--- src/rtl/exe_stage.sv ---
`default_nettype none
// ============================================================================
// Module   : exe_stage
// Purpose  : Execute stage; registers ALU result and control for the memory
//            stage. Define MULDIV_EN for the RV32M multiply / restoring divider.
// Revision : 1.0 - initial release
// ============================================================================
module exe_stage #(
    parameter int DATA_WIDTH = 32
) (
    input  logic                  clk,
    input  logic                  arst_n,
    input  logic                  flush,
    input  logic                  in_valid,
    output logic                  in_ready,
    input  logic [3:0]            alu_op,
    input  logic [DATA_WIDTH-1:0] opr_a,
    input  logic [DATA_WIDTH-1:0] opr_b,
    input  logic [DATA_WIDTH-1:0] store_data,
    input  logic [4:0]            rd_in,
    input  logic                  rf_en_in,
    input  logic                  dm_en_in,
    input  logic [1:0]            wb_sel_in,
    output logic                  out_valid,
    output logic [DATA_WIDTH-1:0] opr_res,
    output logic [DATA_WIDTH-1:0] opr_b_out,
    output logic [4:0]            rd,
    output logic                  rf_en,
    output logic                  dm_en,
    output logic [1:0]            wb_sel
);
    localparam logic [3:0] c_ADD  = 4'd0,  c_SUB  = 4'd1,  c_SLL   = 4'd2,  c_SLT  = 4'd3;
    localparam logic [3:0] c_SLTU = 4'd4,  c_XOR  = 4'd5,  c_SRL   = 4'd6,  c_SRA  = 4'd7;
    localparam logic [3:0] c_OR   = 4'd8,  c_AND  = 4'd9,  c_PASSB = 4'd10, c_MUL  = 4'd11;
    localparam logic [3:0] c_DIV  = 4'd12, c_DIVU = 4'd13, c_REM   = 4'd14, c_REMU = 4'd15;

    logic                  w_in_ready;
    logic                  w_accept;
    logic [DATA_WIDTH-1:0] w_alu_res;
    logic                  w_nxt_valid, w_nxt_rf_en, w_nxt_dm_en;
    logic [DATA_WIDTH-1:0] w_nxt_res, w_nxt_b;
    logic [4:0]            w_nxt_rd;
    logic [1:0]            w_nxt_wb_sel;

    assign w_accept = in_valid && w_in_ready && !flush;
    assign in_ready = w_in_ready;

    always_comb begin
        w_alu_res = '0;
        case (alu_op)
            c_ADD:   w_alu_res = opr_a + opr_b;
            c_SUB:   w_alu_res = opr_a - opr_b;
            c_SLL:   w_alu_res = opr_a << opr_b[4:0];
            c_SLT:   w_alu_res = {{(DATA_WIDTH-1){1'b0}}, ($signed(opr_a) < $signed(opr_b))};
            c_SLTU:  w_alu_res = {{(DATA_WIDTH-1){1'b0}}, (opr_a < opr_b)};
            c_XOR:   w_alu_res = opr_a ^ opr_b;
            c_SRL:   w_alu_res = opr_a >> opr_b[4:0];
            c_SRA:   w_alu_res = $signed(opr_a) >>> opr_b[4:0];
            c_OR:    w_alu_res = opr_a | opr_b;
            c_AND:   w_alu_res = opr_a & opr_b;
            c_PASSB: w_alu_res = opr_b;
            default: w_alu_res = '0;
        endcase
    end

`ifdef MULDIV_EN
    typedef enum logic [0:0] {IDLE = 1'b0, DIV = 1'b1} state_t;

    state_t                r_state, w_state_next;
    logic [4:0]            r_cnt;
    logic [DATA_WIDTH-1:0] r_quo, r_rem, r_dvsr, r_sd_l;
    logic                  r_neg_q, r_neg_r, r_is_rem, r_rf_en_l, r_dm_en_l;
    logic [4:0]            r_rd_l;
    logic [1:0]            r_wb_sel_l;

    logic                  w_is_div, w_b_zero, w_signed, w_a_neg, w_b_neg;
    logic                  w_div_start;
    logic [DATA_WIDTH-1:0] w_a_mag, w_b_mag, w_ex_res;
    logic [DATA_WIDTH:0]   w_rem_sh, w_diff;
    logic [DATA_WIDTH-1:0] w_quo_step, w_rem_step, w_q_fix, w_r_fix;

    assign w_in_ready = (r_state == IDLE);
    assign w_is_div   = (alu_op >= c_DIV);
    assign w_b_zero   = (opr_b == '0);
    assign w_signed   = (alu_op == c_DIV) || (alu_op == c_REM);
    assign w_a_neg    = w_signed & opr_a[DATA_WIDTH-1];
    assign w_b_neg    = w_signed & opr_b[DATA_WIDTH-1];
    assign w_a_mag    = w_a_neg ? (~opr_a + 1'b1) : opr_a;
    assign w_b_mag    = w_b_neg ? (~opr_b + 1'b1) : opr_b;

    // One restoring step: shift the next dividend bit in, keep the difference if non-negative.
    assign w_rem_sh   = {r_rem, r_quo[DATA_WIDTH-1]};
    assign w_diff     = w_rem_sh - {1'b0, r_dvsr};
    assign w_quo_step = {r_quo[DATA_WIDTH-2:0], ~w_diff[DATA_WIDTH]};
    assign w_rem_step = w_diff[DATA_WIDTH] ? w_rem_sh[DATA_WIDTH-1:0] : w_diff[DATA_WIDTH-1:0];
    assign w_q_fix    = r_neg_q ? (~w_quo_step + 1'b1) : w_quo_step;
    assign w_r_fix    = r_neg_r ? (~w_rem_step + 1'b1) : w_rem_step;

    always_comb begin
        w_ex_res = w_alu_res;
        case (alu_op)
            c_MUL:         w_ex_res = opr_a * opr_b;
            c_DIV, c_DIVU: w_ex_res = w_b_zero ? '1 : '0;
            c_REM, c_REMU: w_ex_res = w_b_zero ? opr_a : '0;
            default:       w_ex_res = w_alu_res;
        endcase
    end

    always_comb begin
        w_state_next = r_state;
        w_div_start  = 1'b0;
        w_nxt_valid  = 1'b0;
        w_nxt_res    = '0;
        w_nxt_b      = '0;
        w_nxt_rd     = '0;
        w_nxt_rf_en  = 1'b0;
        w_nxt_dm_en  = 1'b0;
        w_nxt_wb_sel = '0;
        case (r_state)
            IDLE: begin
                if (w_accept) begin
                    if (w_is_div && !w_b_zero) begin
                        w_div_start  = 1'b1;
                        w_state_next = DIV;
                    end else begin
                        w_nxt_valid  = 1'b1;
                        w_nxt_res    = w_ex_res;
                        w_nxt_b      = store_data;
                        w_nxt_rd     = rd_in;
                        w_nxt_rf_en  = rf_en_in;
                        w_nxt_dm_en  = dm_en_in;
                        w_nxt_wb_sel = wb_sel_in;
                    end
                end
            end
            DIV: begin
                if (r_cnt == 5'd0) begin
                    w_state_next = IDLE;
                    w_nxt_valid  = 1'b1;
                    w_nxt_res    = r_is_rem ? w_r_fix : w_q_fix;
                    w_nxt_b      = r_sd_l;
                    w_nxt_rd     = r_rd_l;
                    w_nxt_rf_en  = r_rf_en_l;
                    w_nxt_dm_en  = r_dm_en_l;
                    w_nxt_wb_sel = r_wb_sel_l;
                end
            end
            default: w_state_next = IDLE;
        endcase
        // Flush overrides both a new accept and a completing divide.
        if (flush) begin
            w_state_next = IDLE;
            w_div_start  = 1'b0;
            w_nxt_valid  = 1'b0;
            w_nxt_res    = '0;
            w_nxt_b      = '0;
            w_nxt_rd     = '0;
            w_nxt_rf_en  = 1'b0;
            w_nxt_dm_en  = 1'b0;
            w_nxt_wb_sel = '0;
        end
    end

    always_ff @(posedge clk) begin
        if (!arst_n) begin
            r_state <= IDLE;
        end else begin
            r_state <= w_state_next;
        end
    end

    always_ff @(posedge clk) begin
        if (!arst_n) begin
            r_cnt      <= '0;
            r_quo      <= '0;
            r_rem      <= '0;
            r_dvsr     <= '0;
            r_neg_q    <= 1'b0;
            r_neg_r    <= 1'b0;
            r_is_rem   <= 1'b0;
            r_sd_l     <= '0;
            r_rd_l     <= '0;
            r_rf_en_l  <= 1'b0;
            r_dm_en_l  <= 1'b0;
            r_wb_sel_l <= '0;
        end else if (w_div_start) begin
            r_cnt      <= 5'd31;
            r_quo      <= w_a_mag;
            r_rem      <= '0;
            r_dvsr     <= w_b_mag;
            r_neg_q    <= w_a_neg ^ w_b_neg;
            r_neg_r    <= w_a_neg;
            r_is_rem   <= alu_op[1];
            r_sd_l     <= store_data;
            r_rd_l     <= rd_in;
            r_rf_en_l  <= rf_en_in;
            r_dm_en_l  <= dm_en_in;
            r_wb_sel_l <= wb_sel_in;
        end else if (flush) begin
            r_cnt <= '0;
        end else if (r_state == DIV) begin
            r_quo <= w_quo_step;
            r_rem <= w_rem_step;
            if (r_cnt != 5'd0) begin
                r_cnt <= r_cnt - 5'd1;
            end
        end
    end
`else
    assign w_in_ready = 1'b1;

    always_comb begin
        w_nxt_valid  = 1'b0;
        w_nxt_res    = '0;
        w_nxt_b      = '0;
        w_nxt_rd     = '0;
        w_nxt_rf_en  = 1'b0;
        w_nxt_dm_en  = 1'b0;
        w_nxt_wb_sel = '0;
        if (w_accept) begin
            w_nxt_valid  = 1'b1;
            w_nxt_res    = w_alu_res;
            w_nxt_b      = store_data;
            w_nxt_rd     = rd_in;
            w_nxt_rf_en  = rf_en_in;
            w_nxt_dm_en  = dm_en_in;
            w_nxt_wb_sel = wb_sel_in;
        end
    end
`endif

    always_ff @(posedge clk) begin
        if (!arst_n) begin
            out_valid <= 1'b0;
            opr_res   <= '0;
            opr_b_out <= '0;
            rd        <= '0;
            rf_en     <= 1'b0;
            dm_en     <= 1'b0;
            wb_sel    <= '0;
        end else begin
            out_valid <= w_nxt_valid;
            opr_res   <= w_nxt_res;
            opr_b_out <= w_nxt_b;
            rd        <= w_nxt_rd;
            rf_en     <= w_nxt_rf_en;
            dm_en     <= w_nxt_dm_en;
            wb_sel    <= w_nxt_wb_sel;
        end
    end

endmodule
`default_nettype wire

--- config.mk ---
export PLATFORM = sky130hd
export DESIGN_NAME = exe_stage
export DESIGN_NICKNAME = d
export VERILOG_FILES = /design/src/rtl/exe_stage.sv
export SDC_FILE = /design/constraint.sdc
export NUM_CORES = 1
export LEC_CHECK = 0
export ABC_AREA = 0
export BUFFER_PORTS_ARGS = -buffer_cell sky130_fd_sc_hd__buf_2
export CAP_MARGIN = 20
export CORE_ASPECT_RATIO = 1.5
export CORE_MARGIN = 4
export CORE_UTILIZATION = 50
export DETAILED_ROUTE_END_ITERATION = 6
export GPL_TIMING_DRIVEN = 0
export PLACE_DENSITY_LB_ADDON = 0.25
export SLEW_MARGIN = 20
export SYNTH_ARGS = -nofsm -noshare
export SYNTH_HDL_FRONTEND = slang
export SYNTH_SLANG_ARGS = --single-unit
--- constraint.sdc ---
create_clock -name clk -period 4.5 [get_ports clk]
set_input_delay 0.45 -clock clk [delete_from_list [all_inputs] [get_ports clk]]
set_output_delay 0.45 -clock clk [all_outputs]
set_load 0.01 [all_outputs]
== After elaboration in Yosys (flattened, before gate mapping) ==
Cells that the tools add are included.
Operators by class
  add/subtract/negate cells: 2
  $lt $le $gt $ge: 2
  equality and inequality tests: 10
  shift operators: 3
  multiplexer cells: 2
  bitwise operators: 3
  reductions and logical operators: 4
Operator list (count)
  32-bit one-hot mux with 11 select lines: 1
  32-bit < comparator: 2
  32-bit adder: 1
  32-bit AND: 1
  32-bit bitwise OR: 1
  32-bit by 5-bit left shift with 32-bit output: 1
  32-bit by 5-bit >> shifter with 32-bit output: 1
  32-bit by 5-bit >>> shifter with 32-bit output: 1
  32-bit subtractor: 1
  32-bit XOR: 1
  4-bit by 3-bit == test with 1-bit output (second input constant): 4
  4-bit == test (second input constant): 3
  4-bit by 2-bit == test with 1-bit output (second input constant): 2
  4-bit by 1-bit == test with 1-bit output (second input constant): 1
  4-bit logical NOT: 1
  2-bit AND reduction: 1
  1-bit logical AND: 1
  1-bit logical NOT: 1
  1-bit 2-to-1 mux: 1
Word-level totals
  register bits after elaboration: 74
  bits of input ports: 113
  output and inout port bits: 75
  word-level logic and storage cells: 33

== Logic depth before layout (Yosys ltp) ==
Gate-level depths: netlist of run 1.
  depth after elaboration: 3
  depth in mapped cells: 14
  mapped depth without buffers: 11

== Worst setup path after synthesis of run 1 ==
No wires, ideal clock.
  path type: input port to flip-flop
  start: input opr_b[3]
  end: register opr_res[24]
  setup time: 120 ps
  arrival: 3582 ps
  data required time: 4380 ps
  setup slack: 798 ps
  stages: 14
  buffers on the path: 4
  path through: clkbuf_1 -> inv_1 -> buf_1 -> clkbuf_1 -> ha_1 -> buf_4 -> nor2_4 -> a211oi_4 -> o221ai_2 -> or4_4 -> nand4_2 -> or3b_1 -> and3_1 -> o31a_1
Between the ends
  word-level cells in the longest chain between the ends: 2
  elaborated cells between the ends (all ways): 6
  classes of those cells: 2 x add/sub; 3 x shift; 1 x mux
Ends and longest elaborated chain
  from (decl): line 18  | input logic [DATA_WIDTH-1:0] opr_b,
  32-bit subtractor (tied with other cells): line 52  | c_SUB: w_alu_res = opr_a - opr_b;
  32-bit one-hot mux with 11 select lines *: line 50  | case (alu_op)
  to (signal assigned): line 243  | opr_res <= w_nxt_res;
  to (decl): line 25  | output logic [DATA_WIDTH-1:0] opr_res,
Every way passes the cells marked *; elsewhere a longest branch is shown, timed or not.
A chain may end at the register's enable or synchronous reset.

== Final worst setup path of run 1 ==
  start: input opr_b[0]
  end: register opr_res[14]
Same word-level chain as after synthesis.

==> results.py, run 1 <==
metrics = {
    "cts": {
        "cts.reportedPaths.clkPinSlew_ns": 0.06,
        "numCtsBuffers": 9,
        "cts.sinks": 74,
        "ctsRootBufferMaster": "clkbuf_16",
        "cts_tree": "done",
        "postCtsSetupRepairBufs": 0,
        "cts_max_path_buffers": 2,
        "hold_buffers": 0,
        "htree_num_levels": 3,
    },
    "synthesis": {
        "syn_area_per_cell_sq_um": 7.539,
        "syn_area_sq_um": 11700,
        "yosys.area.top_type": "dfxtp_1",
        "yosys_most_used_dff": "dfxtp_1",
        "ys_types": 95,
        "synth_warnings": 0,
        "synth_enable_flop_cells": 0,
        "yosys-top-cells-area": "dfxtp_1 (13%), ha_1 (11%), mux4_2 (8.7%)",
        "synth_top_cell_area_share": 0.1266,
        "synth_cells": 1552,
        "ys_ff_latch": 74,
        "ys_seq_area_frac": 0.1266,
        "syn_nets": 1767,
        "synthArstFlopShare": 0,
    },
    "hold_path": {
        "min_to": "opr_b_out[22]",
        "hold_start": "store_data[22]",
        "holdPathStages": 2,
        "hold_class": "primary input to flop",
    },
    "die": {
        "dieHeight_um": 195.4,
        "num_rows": 68,
        "dieArea_sq_um": 25960,
        "num_io_pins": 188,
        "core_area_sq_um": 23060,
        "start_util": 0.5074,
        "die_w_um": 132.9,
    },
    "critical_path": {
        "cpPeakStageDelay_ns": 0.84,
        "path_class": "primary input to flop",
        "crit_path_start_kind": "primary input",
        "cp_top_family": "compound AO/OA/AOI/OAI gates",
        "worstPathMaxFanout": 11,
        "cp_cell_sequence": "buf_2 -> buf_2 -> buf_4 -> buf_6 -> inv_2 -> buf_2 -> buf_2 -> ha_1 -> mux2i_1 -> a21oi_1 -> a21oi_1 -> o21ai_0 -> a22oi_1 -> a21oi_1",
        "path_common_cell": "buf_2",
        "critPathRequiredTime_ns": 4.76,
        "cp-end-kind": "flop",
        "arrival_ns": 4.85,
        "cp_slowest_cell": "a21oi_1",
        "path_buf_inv": 7,
    },
    "place": {
        "place_ws_ns": -0.6232,
        "dpl_cell_area_sq_um": 13040,
        "finalWeightedCongestion": 1.128,
        "port_buffers": 186,
        "dp_hpwl_mm": 51.70,
    },
    "finish": {
        "final_common_cell": "buf_2",
        "fin_nets": 1964,
        "syn_to_final_growth_pct": 14.33,
        "fin_area_sq_um": 13380,
        "fillers": 2229,
        "n_antenna_cell": 0,
        "drive_gt1_frac": 0.1995,
        "mostFrequentLayoutCells": "buf_2 (216), a21oi_1 (147), nand2_1 (125)",
    },
    "timing": {
        "fmax_ghz": 0.2180,
        "finalHoldViolations": 0,
        "maxSlewViolCount": 0,
        "layout_setup_ws_ns": -0.08801,
        "setup_viol": 1,
        "timing.slew.headroom": 0.1947,
        "worstMarginPinSlew_ns": 1.203,
        "min_period_ns": 4.588,
        "layout_worst_path_cycle_share": 1.020,
        "rsz0062_at_grt": "no",
    },
    "global_routing": {
        "grt_overflow": 0,
        "grt_max_degree": 18,
        "grt_pass1_vias": 14520,
        "grt.total_usage": 0.4844,
        "antenna_found_initial": 2,
        "grt_pass1_wl_mm": 94.10,
    },
    "route": {
        "vias": 14893,
        "routed_via_density": 7.198,
        "routed_wl_mm": 65.27,
        "first_pass_iters": 7,
        "first_iter_violations": 2236,
        "antenna_left": 0,
        "drc": 4,
        "wl_per_cell_um": 31.55,
    },
    "power": {
        "power_density_nw_per_um2": 221.5,
        "vdd_drop_max_mv": 0.2051,
        "p_leak_nw": 5.932,
    },
    "job": {
        "cap_violations": 0,
    },
    "status": {
        "outcome": "finished, violations left",
        "violations": "design-rule violations, negative setup slack",
    },
}
synth_stat cells, types with 22 or more instances:
cell type	count
mux2_2	24
buf_2	28
inv_1	102
o211ai_1	31
dfxtp_1	74
nor3_1	40
o22ai_1	22
mux2i_1	63
a21oi_1	147
nand2_1	125
o21ai_0	76
and2_1	51
ha_1	100
nand3_1	28
nor2_1	116
mux4_2	45
clkbuf_1	75
area by class of cell:
type / instances / area, sq um / share of cell area
Timing Repair Buffer: 188 / 943.4 / 0.07053
Clock inverter: 6 / 90.09 / 0.006735
Buffer: 122 / 561.8 / 0.04200
Inverter: 107 / 401.6 / 0.03003
Sequential cell: 74 / 1481 / 0.1107
Clock buffer: 10 / 239.0 / 0.01787
Multi-Input combinational cell: 1247 / 9265 / 0.6926
Tap cell: 315 / 394.1 / 0.02946
power by group:
part / internal, mW / total, mW / switching [mW]
Clock: 0.501 / 0.792 / 0.291
Combinational: 0.495 / 1.50 / 1.00
Sequential: 0.673 / 0.676 / 0.00382
worst max-delay path by stage:
| stage | start | endpoint | cells past startpoint |
|---|---|---|---|
| floorplan | opr_b[3] | opr_res[24] | 14 |
| global placement | opr_b[3] | opr_res[20] | 15 |
| detailed placement | opr_b[3] | opr_res[20] | 15 |
| CTS | opr_b[3] | opr_res[20] | 15 |
| global route | opr_b[0] | opr_res[14] | 14 |
| finish | opr_b[0] | opr_res[14] | 14 |
logic make-up (layout without fill, tap and decap cells):
logic type | count (synthesis) | count (layout) | share of synthesized area
mux | 132 | 132 | 0.1636
flops | 74 | 74 | 0.1266
simple gates | 489 | 489 | 0.2120
compound gates | 515 | 515 | 0.2983
buf+inv | 231 | 433 | 0.08288
other cells | 1 | 1 | 0.0003205
fa+ha+maj | 102 | 102 | 0.1104
xor+xnor | 8 | 8 | 0.005989
per-stage QoR:
step                      hold slack, ns  instances  power, mW  setup TNS, ns    util
after global routing              0.3173       2069      3.048              0  0.5802
after CTS                         0.2985       2069      2.875              0  0.5798
after floorplan                   0.5717       1552      1.560              0       -
after global placement            0.6511       2053      2.076         -9.655  0.5649
final                             0.2998       2069      2.963       -0.08801  0.5802
after detailed placement          0.6530       2054      2.084         -7.570  0.5657
state kept, by name, indices dropped and copies added (netlist names):
| name | flops |
|---|---|
| opr_res | 32 |
| out_valid | 1 |
| opr_b_out | 32 |
| wb_sel | 2 |
| dm_en | 1 |
| rd | 5 |
| rf_en | 1 |
repair_timing:
action / in CTS / in global routing
cloned: 0 / 0
setup endpoints to repair: 12 / 11
resized for setup: 1 / 1
pin swaps: 0 / 0
metal layers:
metal  global-route usage  routed length [um]  vias up
met3               0.1137                7666      515
li1                     -                   -     6191
met4               0.4792                8670        2
met5                    0                   9        -
met1               0.5269               21220     6761
met2               0.7557               27700     1424
Note: power is estimated with default switching activity, not from simulation.
==> run 2: changes to the inputs <==
--- a/config.mk
+++ b/config.mk
@@ -8,7 +8,6 @@
 export ABC_AREA = 0
 export BUFFER_PORTS_ARGS = -buffer_cell sky130_fd_sc_hd__buf_2
 export CAP_MARGIN = 20
-export CORE_ASPECT_RATIO = 1.5
 export CORE_MARGIN = 4
 export CORE_UTILIZATION = 50
 export DETAILED_ROUTE_END_ITERATION = 6
==> run 2 against run 1 <==
  * The flow still finishes with violations (design-rule violations, negative setup slack)
  * Die area decreased by 0.20%
  * Flip-flop and latch count unchanged
  * Utilization is 0.69 points higher
  * Routed wire length decreased by 3.0%
  * Worst hold slack better by 0.0040 ns
  * Critical endpoint is now opr_res[22]
==> results.py, run 2 (same netlist as run 1, synthesis figures left out) <==
metrics = {
    "status": {
        "outcome": "finished, violations left",
        "violations": "design-rule violations, negative setup slack",
    },
    "finish": {
        "largest_registers": "opr_b_out (32), opr_res (32), rd (5)",
        "final_cells": 2071,
        "post-route-util": 0.5871,
        "mostFrequentLayoutCells": "buf_2 (214), a21oi_1 (146), nand2_1 (125)",
        "drive_gt1_frac": 0.2016,
        "syn_to_final_growth_pct": 14.64,
        "final_common_cell": "buf_2",
        "fin_nets": 1966,
        "fillers": 2190,
        "fin_area_sq_um": 13410,
    },
    "place": {
        "dp_hpwl_mm": 49.83,
        "finalWeightedCongestion": 1.127,
        "dpl_cell_area_sq_um": 13040,
        "dp.cells": 2052,
        "place_ws_ns": -0.6530,
        "port_buffers": 186,
    },
    "global_routing": {
        "grt.total_usage": 0.4663,
        "grt_max_degree": 18,
        "grt_pass1_wl_mm": 91.27,
        "antenna_found_initial": 3,
        "grt_overflow": 0,
        "grt_pass1_vias": 14092,
    },
    "timing": {
        "fmax_ghz": 0.2189,
        "maxSlewViolCount": 0,
        "worstMarginPinSlew_ns": 1.307,
        "layout_worst_path_cycle_share": 1.015,
        "finalHoldViolations": 0,
        "setup_viol": 3,
        "layout_setup_ws_ns": -0.06913,
        "fin_tns_setup_ns": -0.09351,
        "min_period_ns": 4.569,
        "timing.slew.headroom": 0.1194,
    },
    "die": {
        "core_area_sq_um": 22850,
        "start_util": 0.5121,
        "num_io_pins": 188,
        "num_rows": 55,
        "dieArea_sq_um": 25910,
        "dieHeight_um": 161.0,
        "die_w_um": 161.0,
    },
    "job": {
        "cap_violations": 0,
    },
    "route": {
        "antenna_left": 0,
        "routed_wl_mm": 63.29,
        "first_iter_violations": 2767,
        "wl_per_cell_um": 30.56,
        "vias": 14892,
        "first_pass_iters": 7,
        "drc": 2,
        "routed_via_density": 7.191,
    },
    "power": {
        "p_clk_frac": 0.279,
        "internal_power_mw": 1.678,
        "p_sw_frac": 0.4402,
        "power_density_nw_per_um2": 223.5,
        "switchingPower_mw": 1.320,
        "seqPwrFrac": 0.226,
        "p_leak_nw": 5.943,
        "vdd_drop_max_mv": 0.1575,
        "p_comb_frac": 0.495,
    },
    "critical_path": {
        "worstPathMaxFanout": 11,
        "cp-end-kind": "flop",
        "path_class": "primary input to flop",
        "arrival_ns": 4.75,
        "critPathRequiredTime_ns": 4.68,
        "crit_path_start_kind": "primary input",
    },
    "cts": {
        "htree_num_levels": 3,
        "cts_max_path_buffers": 2,
        "ctsRootBufferMaster": "clkbuf_16",
        "numCtsBuffers": 9,
        "hold_buffers": 0,
        "cts.reportedPaths.clkPinSlew_ns": 0.07,
        "cts.sinks": 74,
        "cts_tree": "done",
    },
    "hold_path": {
        "hold_class": "primary input to flop",
    },
}
## run 2: path summary, 6_finish.rpt
path                  slack, ns  depth (start not counted)            from            end
worst max-delay path      -0.07                         14        opr_b[3]    opr_res[22]
worst min-delay path       0.30                          2  store_data[22]  opr_b_out[22]
## run 2: area by class of cell
type	instances	area [sq um]	share of cell area
diodes	2	5.005	0.0003731
plain buffers	122	561.8	0.04188
clock buffers	10	239.0	0.01782
clock inverters	6	97.59	0.007276
inverters	107	405.4	0.03022
multi-input cells	1247	9266	0.6909
flip-flops and latches	74	1481	0.1104
well taps	313	391.6	0.02920
repair buffers	190	964.7	0.07192
## run 2: power groups by stage
stage,Combinational (mW),Clock (mW),Sequential (mW)
CTS,1.39,0.836,0.676
global placement,1.38,0,0.690
global route,1.53,0.868,0.678
finish,1.48,0.837,0.676
floorplan,0.859,0,0.701
detailed placement,1.38,0,0.691
## run 2: metal layers
layer,vias up,global-route usage,wire (um)
li1,6190,-,-
met1,6906,0.5861,22570
met2,1424,0.6873,25700
met3,368,0.1807,9978
met4,4,0.2528,4910
met5,-,0.01705,138
## run 2: metrics by stage
step / power, mW / hold slack, ns
after floorplan: 1.560 / 0.5717
after global placement: 2.066 / 0.6487
after detailed placement: 2.071 / 0.6529
after CTS: 2.901 / 0.2983
after global routing: 3.078 / 0.3006
final: 2.998 / 0.3037
## run 2: critical path, stage by stage
cell	delay, ns
buf_2	0.21
clkbuf_1	0.45
clkinvlp_4	0.40
clkbuf_2	0.39
ha_1	0.38
buf_4	0.17
o21a_1	0.14
o31a_1	0.26
o2111ai_1	0.23
a41oi_1	0.76
a31oi_1	0.29
a221o_1	0.35
o21ai_1	0.12
a31oi_1	0.15
## run 2: repair_timing
action,4_1_cts,5_1_grt
gates resized for setup,1,3
cloned,0,0
setup endpoints to repair,16,8
hold endpoints to repair,0,0
setup buffers,0,3
